`config.mk`:
```
export PLATFORM = sky130hd
export DESIGN_NAME = pid_core
export DESIGN_NICKNAME = d
export VERILOG_FILES = /design/src/rtl/pid_core.sv
export SDC_FILE = /design/constraint.sdc
export NUM_CORES = 2
export LEC_CHECK = 0
export ABC_AREA = 0
export BUFFER_PORTS_ARGS = -buffer_cell sky130_fd_sc_hd__buf_2
export CORE_MARGIN = 2
export CORE_UTILIZATION = 30
export DETAILED_ROUTE_END_ITERATION = 16
export PLACE_DENSITY_LB_ADDON = 0.15
export RECOVER_POWER = 50
export SYNTH_ARGS = -nofsm -noshare
export SYNTH_HDL_FRONTEND = slang
export SYNTH_SLANG_ARGS = --single-unit
```
`constraint.sdc`:
```
create_clock -name clk -period 8.1 [get_ports clk]
set_input_delay 0.405 -clock clk [delete_from_list [all_inputs] [get_ports clk]]
set_output_delay 0.405 -clock clk [all_outputs]
set_load 0.02 [all_outputs]
```
`src/rtl/pid_core.sv`:
```
// Pipelined fixed-point PID controller: input register, error, P/I/D terms, then
// sum/shift/saturate. One sample per clock, out_valid three edges after acceptance.
module pid_core #(
   parameter int DATA_W = 16,
   parameter int GAIN_W = 16,
   parameter int FRAC_W = 8
) (
   input  logic              clk,
   input  logic              rst_n,
   input  logic              enable,
   input  logic              clear_int,
   input  logic              in_valid,
   input  logic [DATA_W-1:0] meas,
   input  logic [DATA_W-1:0] setpoint,
   input  logic [GAIN_W-1:0] kp,
   input  logic [GAIN_W-1:0] ki,
   input  logic [GAIN_W-1:0] kd,
   output logic              out_valid,
   output logic [DATA_W-1:0] ctrl_out,
   output logic              sat_hi,
   output logic              sat_lo,
   output logic              int_clamped
);

   localparam int EW  = DATA_W + 1;
   localparam int DFW = DATA_W + 2;
   localparam int GW  = GAIN_W + 1;
   localparam int PW  = GW + EW;
   localparam int DPW = GW + DFW;
   localparam int IW  = DATA_W + FRAC_W;
   localparam int IA  = ((PW > IW) ? PW : IW) + 1;
   localparam int SW  = ((DPW > IW) ? DPW : IW) + 2;

   localparam logic signed [IW-1:0]     I_MAX = {1'b0, {(IW-1){1'b1}}};
   localparam logic signed [IW-1:0]     I_MIN = {1'b1, {(IW-1){1'b0}}};
   localparam logic signed [DATA_W-1:0] O_MAX = {1'b0, {(DATA_W-1){1'b1}}};
   localparam logic signed [DATA_W-1:0] O_MIN = {1'b1, {(DATA_W-1){1'b0}}};

   // Returns {hit_hi, hit_lo, value}.
   function automatic logic [IW+1:0] clamp_int(input logic signed [IA-1:0] x);
      if (x > IA'(I_MAX)) return {2'b10, I_MAX};
      if (x < IA'(I_MIN)) return {2'b01, I_MIN};
      return {2'b00, x[IW-1:0]};
   endfunction

   // Floor by FRAC_W, then clip to the output range; returns {hi, lo, value}.
   function automatic logic [DATA_W+1:0] sat_out(input logic signed [SW-1:0] s);
      logic signed [SW-1:0] q;
      q = s >>> FRAC_W;
      if (q > SW'(O_MAX)) return {2'b10, O_MAX};
      if (q < SW'(O_MIN)) return {2'b01, O_MIN};
      return {2'b00, q[DATA_W-1:0]};
   endfunction

   logic                     vld_p0, vld_p1, vld_p2;
   logic signed [DATA_W-1:0] meas_p0, sp_p0;
   logic signed [EW-1:0]     e_p1;
   logic signed [PW-1:0]     p_p2;
   logic signed [IW-1:0]     i_p2;
   logic signed [DPW-1:0]    d_p2;

   logic signed [IW-1:0]     integ;
   logic signed [EW-1:0]     e_prev;
   logic                     hist;

   logic signed [PW-1:0]     ki_term;
   logic signed [IA-1:0]     i_sum;
   logic [IW+1:0]            i_cl;
   logic signed [IW-1:0]     i_new;
   logic signed [DFW-1:0]    de;
   logic signed [DPW-1:0]    d_raw;
   logic signed [SW-1:0]     sum;
   logic [DATA_W+1:0]        o_sat;

   always_comb begin
      ki_term = PW'($signed({1'b0, ki})) * PW'(e_p1);
      i_sum   = IA'(integ) + IA'(ki_term);
      i_cl    = clamp_int(i_sum);
      i_new   = i_cl[IW-1:0];
      de      = DFW'(e_p1) - DFW'(e_prev);
      d_raw   = DPW'($signed({1'b0, kd})) * DPW'(de);
      sum     = SW'(p_p2) + SW'(i_p2) + SW'(d_p2);
      o_sat   = sat_out(sum);
   end

   // Control, loop state and held outputs
   always_ff @(posedge clk or negedge rst_n) begin
      if (!rst_n) begin
         vld_p0      <= 1'b0;
         vld_p1      <= 1'b0;
         vld_p2      <= 1'b0;
         out_valid   <= 1'b0;
         integ       <= '0;
         e_prev      <= '0;
         hist        <= 1'b0;
         int_clamped <= 1'b0;
         ctrl_out    <= '0;
         sat_hi      <= 1'b0;
         sat_lo      <= 1'b0;
      end else begin
         vld_p0    <= in_valid & enable;
         vld_p1    <= vld_p0;
         vld_p2    <= vld_p1;
         out_valid <= vld_p2;
         // clear wins over a sample sitting in the term stage
         if (clear_int) begin
            integ       <= '0;
            e_prev      <= '0;
            hist        <= 1'b0;
            int_clamped <= 1'b0;
         end else if (vld_p1) begin
            integ       <= i_new;
            e_prev      <= e_p1;
            hist        <= 1'b1;
            int_clamped <= |i_cl[IW+1:IW];
         end
         if (vld_p2) begin
            ctrl_out <= o_sat[DATA_W-1:0];
            sat_hi   <= o_sat[DATA_W+1];
            sat_lo   <= o_sat[DATA_W];
         end
      end
   end

   // Datapath: p0 input capture, p1 error, p2 P/I/D terms
   always_ff @(posedge clk) begin
      meas_p0 <= meas;
      sp_p0   <= setpoint;
      e_p1    <= EW'(sp_p0) - EW'(meas_p0);
      p_p2    <= PW'($signed({1'b0, kp})) * PW'(e_p1);
      i_p2    <= clear_int ? '0 : i_new;
      d_p2    <= (clear_int || !hist) ? '0 : d_raw;
   end

endmodule

```
==> metrics <==
Final Max Slew Viols=119; Clock Sinks=207; initial antenna violation count=6; Max clock buf depth=3; DR iter-0 viols=1040; final clock skew=roughly 20 ps; Final Setup Violations=0; worst skew pair latency=roughly 570 ps; Worst EP required=8540 ps; Synth area leaders=fa_1, ha_1, inv_1, dfxtp_1, and2_1; vias post-DR=28300; Synth area leader=fa_1; crit path max fanout=5; GR Layer Usage met2=26.8%; largest net degree at the start of global routing=66; ratio of cells with drive above 1 in the final layout=8.55%; first-pass GRT wire length=179000 um; Num CTS Buffers=26; TritonRoute pass-1 iters=5; Synth Flop Type=dfxtp_1; FFs w/ async S/R, synth=a little under a third; M1 GR Usage=between 20% and 30%; Fillers=14000; Reg2Reg Depth=33; slowest CP cell=fa_1; Hold WC Path Type=in2reg; Slew Limit Headroom=-181%; Max Cap Viol=2; kind of cell adding the most delay to the critical path=adder cells; area grow syn2layout=12.2%; initial core utilization=30.2%; DIE AREA=137000 um^2; CP Launch Type=flop; post-synthesis cell count=4418; gr usage total=approximately 17%; Avg Cell Area, Syn=9.09 um^2; GR Overflow Total=0; Seq cells post-synth=approximately 210; CP endpoint kind=flop; Most Frequent Cell on Critical Path=fa_1; Synth Warn #=0; failing checks=capacitance limit, slew limit; fin crit share=98.7%; Crit path arrival time=8440 ps; unrepaired setup endpoints after global routing=true; Worst Tran Pin Value=4210 ps; hold path startpoint=enable; CP Buf/Inv Count=4; post-route cell area=approximately 45000 um^2; Worst R2R End=d_p2[33]; Syn Nets=5693; Die X=between 300 and 400 um; Yosys top cell area share=38.9%; CTS tree=done; WHS Endpoint=vld_p0; # rows=134; commonest non-fill, non-tap cell in the layout=inv_1; nets=5855; vias in the first global route=30800; max incr delay on CP=560 ps; dpl cell area=43600 um^2; dpl hpwl=about 90000 um; Critical Path Stages=33; launch point of the worst reg-to-reg path=e_prev[0]; FMAX=125 MHz; Post-synth EDFFs=0; antenna viol nets, final=0; gpl congestion=0.830; critical path type=reg2reg; worst hold slack=60.0 ps; status=finished, violations left; Hold Path Stages=2; H-tree level count=1; Port-buffer cells=104; DR vias/cell=4.44; cell at the root of the clock tree=clkbuf_16; met3 Use GR=1.54%; most frequent cells in the layout=inv_1, fa_1, nand2_1; Cell variety after synth=76; Ports=105; DRC Markers=0; Worst R2R Setup Slack=100 ps; GR peak layer=met2; core box area=between 100000 and 150000 um^2; final WL=109000 um; Reg clk slew, reported paths=about 60 ps; synthesized cell area=40100 um^2; final hold vios=0; Routed wire per std cell=17.2 um; Seq/Total Area, Yosys=11.1%; fin crit period=8000 ps; Die Y=370 um
==> sequential cells by signal (all words and copies together) (netlist names) <==
register	count
ctrl_out	16
d_p2	35
e_p1	17
e_prev	17
hist	1
i_p2	24
int_clamped	1
integ	24
meas_p0	16
out_valid	1
p_p2	34
sat_hi	1
sat_lo	1
sp_p0	16
vld_p0	1
vld_p1	1
vld_p2	1
==> what timing repair did <==
action	4_1_cts	5_1_grt
hold buffers	32	0
endpoints found under the hold margin	32	0
pin swaps	1	47
endpoints found under the setup margin	4	60
setup buffers	1	12
gates resized for setup	7	55
==> worst max-delay path by stage <==
stage	start	endpoint	slack [ps]
6_report	e_prev[0]	d_p2[33]	100
5_1_grt	e_prev[0]	d_p2[33]	-270
4_1_cts	e_p1[0]	d_p2[33]	0.9
3_5_place_dp	e_p1[0]	d_p2[34]	-40
3_3_place_gp	e_p1[0]	d_p2[33]	-20
2_1_floorplan	e_p1[0]	d_p2[33]	5
==> routing by layer <==
layer	share of wire (%)	up-vias
met4	1.1	2
met5	0.0064	-
met3	3.2	55
li1	-	13700
met1	51	14200
met2	45	324
==> final cells by class <==
cell class / count / area (um^2) / area share (%)
diodes: 3 / 7.51 / 0.0167
clock buffers: 35 / 756 / 1.68
clock inverters: 12 / 119 / 0.264
inverters: 1001 / 3760 / 8.34
multi-input cells: 3048 / 31600 / 70.0
flip-flops and latches: 207 / 4480 / 9.94
well taps: 1768 / 2210 / 4.91
repair buffers: 296 / 2170 / 4.81
==> Yosys cell counts, types with 14 or more instances <==
cell type,number
a21oi_1,133
xor2_1,42
o21bai_1,14
nand2b_1,35
dfrtp_1,65
a21o_1,43
and2_1,381
xnor2_1,92
nand3_1,29
o21ai_1,17
o21ai_0,80
fa_1,781
a211oi_2,19
nor2_1,163
ha_1,409
dfxtp_1,142
o21a_1,15
clkbuf_1,150
mux2i_1,20
nand2_1,513
nor3_1,26
inv_1,1000
nor2b_1,42
a31oi_1,14
==> metrics by stage <==
step / utilization, % / cells / worst slack, ps / TNS [ps]
after floorplan: - / 4418 / 5.42 / 0
after global placement: 32.7 / 6275 / -23.3 / -44.1
after detailed placement: 32.7 / 6275 / -43.7 / -100
after CTS: 33.7 / 6355 / 0.908 / 0
after global routing: 33.8 / 6367 / -265 / -950
final: 33.8 / 6370 / 104 / 0
==> cells by family after synthesis <==
group           count (synthesis)  share of synthesized area (%)
fa+ha+maj                    1190                           51.7
flops                         207                           11.1
simple gates                 1263                           15.4
buf+inv                      1163                           10.9
compound gates                441                           7.37
xor+xnor                      134                           2.92
mux                            20                          0.499
Power is left out: the tool's default activity adds up to more than one toggle a clock period on the data nets, which glitch-free logic cannot reach.
